<file path="src/rtl/uart_pkg.sv">
// uart_pkg: constants shared with uart_top and scheduler FSM state encoding
package uart_pkg;
  localparam int DATA_WIDTH_NUMBER = 8;
  localparam int STOP_BITS_NUMBER = 2;
  localparam int CLK_FREQ_HZ = 100_000_000;
  typedef enum logic [2:0] {IDLE, ARB, LOAD, START, WAIT_DONE, GAP} sched_state_t;
endpackage

</file>
<file path="src/rtl/uart_tx_scheduler_rr_arbiter.sv">
// rr_arbiter: combinational round-robin pick starting at ptr and wrapping modulo N
module rr_arbiter #(
  parameter int N = 4
) (
  input  logic [N-1:0]         req,
  input  logic [$clog2(N)-1:0] ptr,
  output logic [$clog2(N)-1:0] grant,
  output logic                 any_req
);
  localparam int GW = $clog2(N);
  logic [GW:0] idx;
  // walk offsets from farthest to nearest so the nearest requester at or after ptr wins
  always_comb begin
    grant = '0;
    idx = '0;
    for (int i = N - 1; i >= 0; i--) begin
      idx = {1'b0, ptr} + (GW + 1)'(i);
      idx = (idx >= (GW + 1)'(N)) ? idx - (GW + 1)'(N) : idx;
      grant = req[idx[GW-1:0]] ? idx[GW-1:0] : grant;
    end
  end
  assign any_req = |req;
endmodule

</file>
<file path="src/rtl/uart_tx_scheduler.sv">
// uart_tx_scheduler: per-packet round-robin sharing of one uart_top transmitter with done watchdog
module uart_tx_scheduler
  import uart_pkg::*;
#(
  parameter int NUM_REQ        = 4,
  parameter int DATA_WIDTH     = DATA_WIDTH_NUMBER,
  parameter int GAP_CYCLES     = 0,
  parameter int TIMEOUT_CYCLES = 200000
) (
  input  logic                          clk,
  input  logic                          rst_n,
  input  logic [NUM_REQ-1:0]            req_valid,
  input  logic [NUM_REQ*DATA_WIDTH-1:0] req_data,
  input  logic [NUM_REQ-1:0]            req_last,
  output logic [NUM_REQ-1:0]            req_ready,
  output logic                          uart_tx_start,
  output logic [DATA_WIDTH-1:0]         uart_data_in,
  input  logic                          uart_tx_done,
  output logic [$clog2(NUM_REQ)-1:0]    grant_id,
  output logic                          busy,
  output logic                          timeout_err
);
  localparam int GW  = $clog2(NUM_REQ);
  localparam int WCW = $clog2(TIMEOUT_CYCLES);
  localparam int GCW = (GAP_CYCLES > 1) ? $clog2(GAP_CYCLES) : 1;

  sched_state_t          state_q, state_d;
  logic [GW-1:0]         grant_q, grant_d, ptr_q, ptr_d, pick, nxt;
  logic [DATA_WIDTH-1:0] data_q, data_d;
  logic                  last_q, last_d, any_req, fin;
  logic [WCW-1:0]        wdog_q, wdog_d;
  logic [GCW-1:0]        gap_q, gap_d;

  rr_arbiter #(.N(NUM_REQ)) u_arb (
    .req(req_valid),
    .ptr(ptr_q),
    .grant(pick),
    .any_req(any_req)
  );

  assign nxt = (grant_q == GW'(NUM_REQ - 1)) ? '0 : grant_q + 1'b1;

  // next-state logic; fin marks the post-byte decision after done (and gap)
  always_comb begin
    state_d = state_q;
    grant_d = grant_q;
    ptr_d = ptr_q;
    data_d = data_q;
    last_d = last_q;
    wdog_d = wdog_q;
    gap_d = gap_q;
    timeout_err = 1'b0;
    fin = 1'b0;
    case (state_q)
      IDLE: state_d = any_req ? ARB : IDLE;
      ARB: begin
        state_d = any_req ? LOAD : IDLE;
        grant_d = any_req ? pick : grant_q;
      end
      LOAD: if (req_valid[grant_q]) begin
        data_d = req_data[grant_q*DATA_WIDTH +: DATA_WIDTH];
        last_d = req_last[grant_q];
        state_d = START;
      end
      START: begin
        wdog_d = '0;
        state_d = WAIT_DONE;
      end
      WAIT_DONE: begin
        wdog_d = wdog_q + 1'b1;
        if (uart_tx_done) begin
          gap_d = '0;
          state_d = GAP;
          fin = (GAP_CYCLES == 0);
        end else if (wdog_q == WCW'(TIMEOUT_CYCLES - 1)) begin
          timeout_err = 1'b1;
          ptr_d = nxt;
          state_d = IDLE;
        end
      end
      GAP: begin
        gap_d = gap_q + 1'b1;
        fin = (gap_q == GCW'(GAP_CYCLES - 1));
      end
      default: state_d = IDLE;
    endcase
    if (fin) begin
      state_d = last_q ? IDLE : LOAD;
      ptr_d = last_q ? nxt : ptr_q;
    end
  end

  // state and datapath registers, cleared asynchronously
  always_ff @(posedge clk or negedge rst_n) begin
    if (!rst_n) begin
      state_q <= IDLE;
      grant_q <= '0;
      ptr_q <= '0;
      data_q <= '0;
      last_q <= 1'b0;
      wdog_q <= '0;
      gap_q <= '0;
    end else begin
      state_q <= state_d;
      grant_q <= grant_d;
      ptr_q <= ptr_d;
      data_q <= data_d;
      last_q <= last_d;
      wdog_q <= wdog_d;
      gap_q <= gap_d;
    end
  end

  assign req_ready = (state_q == LOAD) ? NUM_REQ'(1) << grant_q : '0;
  assign uart_tx_start = (state_q == START);
  assign uart_data_in = data_q;
  assign grant_id = grant_q;
  assign busy = (state_q != IDLE);
endmodule
</file>
<file path="config.mk">
export PLATFORM = sky130hd
export DESIGN_NAME = uart_tx_scheduler
export DESIGN_NICKNAME = d
export VERILOG_FILES = /design/src/rtl/uart_pkg.sv /design/src/rtl/uart_tx_scheduler_rr_arbiter.sv /design/src/rtl/uart_tx_scheduler.sv
export SDC_FILE = /design/constraint.sdc
export NUM_CORES = 1
export LEC_CHECK = 0
export ABC_AREA = 1
export BUFFER_PORTS_ARGS = -buffer_cell sky130_fd_sc_hd__clkbuf_2
export CAP_MARGIN = 30
export CORE_MARGIN = 5
export CORE_UTILIZATION = 49
export CTS_CLUSTER_DIAMETER = 150
export DETAILED_ROUTE_END_ITERATION = 16
export PLACE_DENSITY_LB_ADDON = 0.25
export SYNTH_ARGS = -nofsm -noshare
export SYNTH_HDL_FRONTEND = slang
export SYNTH_HIERARCHICAL = 1
export SYNTH_SLANG_ARGS = --single-unit
</file>
<file path="constraint.sdc">
create_clock -name clk -period 1.3 [get_ports clk]
set_input_delay 0.13 -clock clk [delete_from_list [all_inputs] [get_ports clk]]
set_output_delay 0.13 -clock clk [all_outputs]
set_load 0.05 [all_outputs]
</file>
* Word level (Yosys, flattened, before mapping)
Cells that the tools add are included.
** Operators by class
- Shifts and indexed selects :: 2
- Reduce and logical (&&, ||, !) cells :: 12
- Mux-type cells :: 43
- $add $sub $neg :: 10
- Equal/unequal tests :: 13
- Magnitude comparators :: 9
** Operators with widths (number)
- case mux 18 bit (2 select lines) :: 1
- 2-to-1 mux 2 bit :: 16
- variable part select 32 x 6 -> 8 bit :: 1
- adder 18 x 1 -> 18 bit, second input constant :: 1
- equality test 18 bit, second input constant :: 1
- case mux 3 bit (6 select lines) :: 1
- < comparator 2 x 3 -> 1 bit, second input constant :: 5
- binary-select mux 1 bit (select 2 bit) :: 6
- 2-to-1 mux 1 bit :: 12
- 2-to-1 mux 3 bit :: 4
- greater-or-equal comparator 3 bit, second input constant :: 3
- nonzero test 2 bit :: 4
- subtractor 2 x 1 -> 2 bit, second input constant :: 4
- adder 2 x 2 -> 3 bit, second input constant :: 2
- equality test 3 x 2 -> 1 bit, second input constant :: 2
- equality test 3 bit, second input constant :: 2
- inequality test 2 bit, second input constant :: 3
- AND reduction 2 bit :: 3
- 2-to-1 mux 4 bit :: 1
- inequality test 4 bit, second input constant :: 1
- case mux 1 bit (2 select lines) :: 2
- AND reduction 4 bit :: 1
- OR reduction 4 bit :: 1
- << shifter 1 x 2 -> 4 bit, first input constant :: 1
- 11 further kinds :: 11
** Storage, ports and cells
- Register bits :: 35
- Input bits :: 43

* Longest topological paths before layout
- Word-level depth :: 9
- Mapped depth :: 12
- Gate-level depth less buffers :: 11

* By module
The synthesis kept the hierarchy.
** By module, submodules not included
- uart_tx_scheduler :: area each 2262.2 um^2, seq. area each 875.8 um^2, cells an instance 313, instances 1
- rr_arbiter :: area each 198.9 um^2, seq. area each 0.0 um^2, cells an instance 44, instances 1

* Least setup slack after synthesis
Ideal clock, no wire load.
- Path type :: flip-flop to output port
- Start :: reg grant_q[1] (netlist: grant_id[1])
- End :: out req_ready[1]
- Stages on the path, launching flop included :: 6
- Buffers on the path :: 1
- Arrival time :: 1848 ps
- Setup slack :: -678 ps
- Cell sequence :: dfrtp_1 inv_1 clkbuf_1 ha_1 inv_1 nor2_1
** On the way
- Longest elaborated chain between the ends :: 2
** RTL lines
- start, declared :: RTL line uart_tx_scheduler.sv:28 : logic [GW-1:0] grant_q, grant_d, ptr_q, ptr_d, pick, nxt;
- start signal, assigned :: RTL line uart_tx_scheduler.sv:105 : grant_q <= grant_d;
- << shifter 1 x 2 -> 4 bit :: RTL line uart_tx_scheduler.sv:114 : assign req_ready = (state_q == LOAD) ? NUM_REQ'(1) << grant_q : '0;
- 2-to-1 mux 4 bit :: RTL line uart_tx_scheduler.sv:114
- end, declared :: RTL line uart_tx_scheduler.sv:15 : output logic [NUM_REQ-1:0] req_ready,
No other way between the ends.

* Worst setup path in the final report
- Start :: reg wdog_q[0]
- End :: out timeout_err
** On the way
- Longest elaborated chain between the ends :: 4
** RTL lines
- start, declared :: RTL line uart_tx_scheduler.sv:31 : logic [WCW-1:0] wdog_q, wdog_d;
- start signal, assigned :: RTL line uart_tx_scheduler.sv:109 : wdog_q <= wdog_d;
- equality test 18 bit :: RTL line uart_tx_scheduler.sv:75 : end else if (wdog_q == WCW'(TIMEOUT_CYCLES - 1)) begin
- 2-to-1 mux 1 bit :: RTL line uart_tx_scheduler.sv:75
- 2-to-1 mux 1 bit :: RTL line uart_tx_scheduler.sv:71 : if (uart_tx_done) begin
- 2-to-1 mux 1 bit :: RTL line uart_tx_scheduler.sv:54 : case (state_q)
- end, declared :: RTL line uart_tx_scheduler.sv:21 : output logic timeout_err
No other way between the ends.

==> key figures <==
Global route
  • Initial antenna violation count: 1
  • First-pass GRT wire length: 18060 um
  • GR Overflow Total: 0
  • Largest net degree at the start of global routing: 36
  • GRT Total Usage: 0.3757
  • Number of global-route vias before repair: between 3k and 4k

Floorplan
  • Initial Utilization: 0.5142
  • Cell row count: 25
  • Die Y: 80.87 um
  • Chip width: 80.87 um
  • Core area: between 4000 and 5000 sq um
  • Ports: 60
  • Die ar.: roughly 6500 sq um

Clock network
  • Number of H-tree levels: 2
  • CTS Sinks: 35
  • Worst-path clk slew: 0.09 ns
  • CTS Root Cell: clkbuf_8
  • TritonCTS buffer count: 5
  • Latest clock arrival within the worst-skew pair: 0.32 ns
  • CTS tree: built
  • Longest Clk Path Bufs: 2

Timing
  • Achievable Freq: ~0.53 GHz
  • Count of final setup violators: 44
  • Skew final: 0.02158 ns
  • TNS Setup: -13.84 ns
  • Slew margin rel.: 0.6665
  • Fin. max-slew vios: 0
  • RSZ-0062 raised after global routing: true
  • Crit path time final: 1.903 ns
  • Hold Slack: 0.3077 ns
  • Final hold viol count: 0
  • Tcrit/Tclk final: 1.464
  • Worst setup margin: -0.6031 ns
  • Worst slew pin tran: 0.5003 ns

Synthesis
  • Sequential fraction of the synthesis area: 0.3559
  • Ys async rst share: 1.000
  • Commonest cells in the synthesized netlist: nand2_1, nor2_1, inv_1, dfrtp_1, nand3_1
  • Yosys top cell by area: dfrtp_1
  • Top-area cell type share of the netlist area: 0.3559
  • Count leader, synth: nand2_1
  • Syn Inst Count: 357
  • Synth Warn #: 6
  • Dominant cells by area after synthesis: dfrtp_1, nand2_1, nand3_1
  • Post-synth EDFFs: 0
  • Mapped Avg Cell Area: between 6 and 7 sq um
  • Synth Cell Area: between 2000 and 2500 sq um
  • Top FF cell, synth: dfrtp_1
  • Synth Register Bits: 35
  • Yosys cell types: 29
  • Post-Syn Nets: roughly 410

Route
  • Drt drc: 0
  • Pre-antenna DRT Iters: 10
  • WL per Instance: 29.07 um
  • Vias per cell: 7.131
  • Via count: 4136
  • Drt initial violations: ~940
  • Remaining antenna violation count after routing: 0
  • WL final: 16860 um

Worst setup path
  • CP max stage delay: 0.43 ns
  • Arrival @ worst endpoint: 1.77 ns
  • Startpoint Class: flop
  • Critical path fanouts, max: 2
  • Crit path kind: flop to output pin
  • Crit-path cells: ha_2 > nand2_2 > nor3_2 > nand4_1 > inv_4 > buf_12
  • Critical path data required time: 1.17 ns
  • Slowest CP cell: dfrtp_1
  • Crit. End Element: output pin

Layout
  • Multi-input gate area: between 1500 and 2000 sq um
  • Layout cell share with drive strength beyond 1: 0.6160
  • Fillers: 123
  • Synth-to-layout area growth: 85.46%
  • Register area: approximately 880 sq um
  • ANT cells: 0
  • Layout net count: 560

Power and ir drop
  • Cell Pwr Density: 2212 nW/um^2
  • Leak: 2.263 nW
  • VDD IR max: 1920 uV

Status
  • Status: finished, violations left
  • Failing checks: negative setup slack

Placement
  • Detail Placement HPWL: 5375 um
  • RePlAce Congestion: around 0.9
  • Port-buffer cells: 59

Worst hold path
  • Min-delay worst type: input port to flop

Job
  • Maxcap violations: 0
[critical path: cells and delay by family (launching register included)]
kind	cells	cell delay, ns
fa+ha+maj	1	0.24
buf+inv	2	0.32
flops	1	0.43
simple gates	3	0.46
[layer usage]
layer / share of wire / wire, um / track usage
met2: 0.43 / 7181 / 0.6256
met1: 0.30 / 5085 / 0.4120
met4: 0.13 / 2229 / 0.2905
met3: 0.14 / 2346 / 0.08647
met5: 0.00083 / 14 / 0
[per-stage QoR]
step                      cells  utilization  worst slack (ns)  instance area, sq um  power, mW
final                       580       0.9537           -0.6031                  4564      10.10
after global routing        580       0.9537           -0.6315                  4564      10.29
after CTS                   563       0.8507           -0.3292                  4071      7.580
after detailed placement    529       0.6959           -0.1367                  3331      5.422
after global placement      529       0.6959          -0.09940                  3331      5.335
after floorplan             357            -           -0.2517                  2614      4.465
[cells in the final DEF (no fill, tap or decap), drive strengths merged]
cell	instances
nand3	37
buf	103
dfrtp	35
dlygate4sd3	1
clkinv	1
xnor2	1
o31ai	1
ha	5
xor2	3
o21ai	35
inv	50
nand4	8
nor3	4
a21oi	7
clkbuf	60
nand2	91
and2	1
o22ai	11
nor2	50
mux2	8
a22o	1
[power breakdown]
part / total [mW] / internal [mW] / switching [mW] / leakage [nW]
Combinational: 7.30 / 2.96 / 4.34 / 1.76
Sequential: 1.83 / 1.40 / 0.433 / 0.449
Clock: 0.961 / 0.485 / 0.475 / 0.0515
Total: 10.1 / 4.85 / 5.25 / 2.26
[flip-flops by register name, indices dropped and copies added, names as in the netlist]
signal,count
wdog_q,18
uart_data_in,8
state_q,3
grant_id,2
ptr_q,2
gap_q,1
last_q,1
[final cells by class]
type,count,share of cell area
Tap cell,67,0.01837
Multi-Input combinational cell,263,0.4268
Sequential cell,35,0.1938
Inverter,51,0.05126
Clock buffer,8,0.02193
Timing Repair Buffer,156,0.2878
[path summary, 6_finish.rpt]
kind                       slack [ns]  cells after the start                     endpoint                         from
max in group asynchronous        0.50                      3         ptr_q[1]$_DFFE_PN0P_                        rst_n
min in group asynchronous        0.41                      3        wdog_q[0]$_DFFE_PN0N_                        rst_n
setup reg to reg                -0.52                     10         ptr_q[1]$_DFFE_PN0P_        wdog_q[0]$_DFFE_PN0N_
hold / removal                   0.31                      4  uart_data_in[4]$_DFFE_PN0P_                 req_data[28]
setup / recovery                -0.60                      6                  timeout_err        wdog_q[0]$_DFFE_PN0N_
hold reg to reg                  0.54                      1  uart_data_in[3]$_DFFE_PN0P_  uart_data_in[3]$_DFFE_PN0P_
[cells by family (layout without fill, tap and decap cells)]
group	after synthesis	count (layout)	share of synthesized area
flops	35	35	0.3559
compound gates	55	55	0.1200
fa+ha+maj	5	5	0.02542
simple gates	190	191	0.3472
xor+xnor	4	4	0.01424
buf+inv	60	215	0.1007
mux	8	8	0.03661
[timing repair]
item / in CTS / in global routing
pin swaps: 39 / 39
gates cloned: 1 / 0
hold buffers: 1 / 0
endpoints found under the setup margin: 36 / 44
gates resized for setup: 130 / 103
buffers inserted: 26 / 21
hold endpoints to repair: 35 / 0
Note: power is estimated with default switching activity, not from simulation.
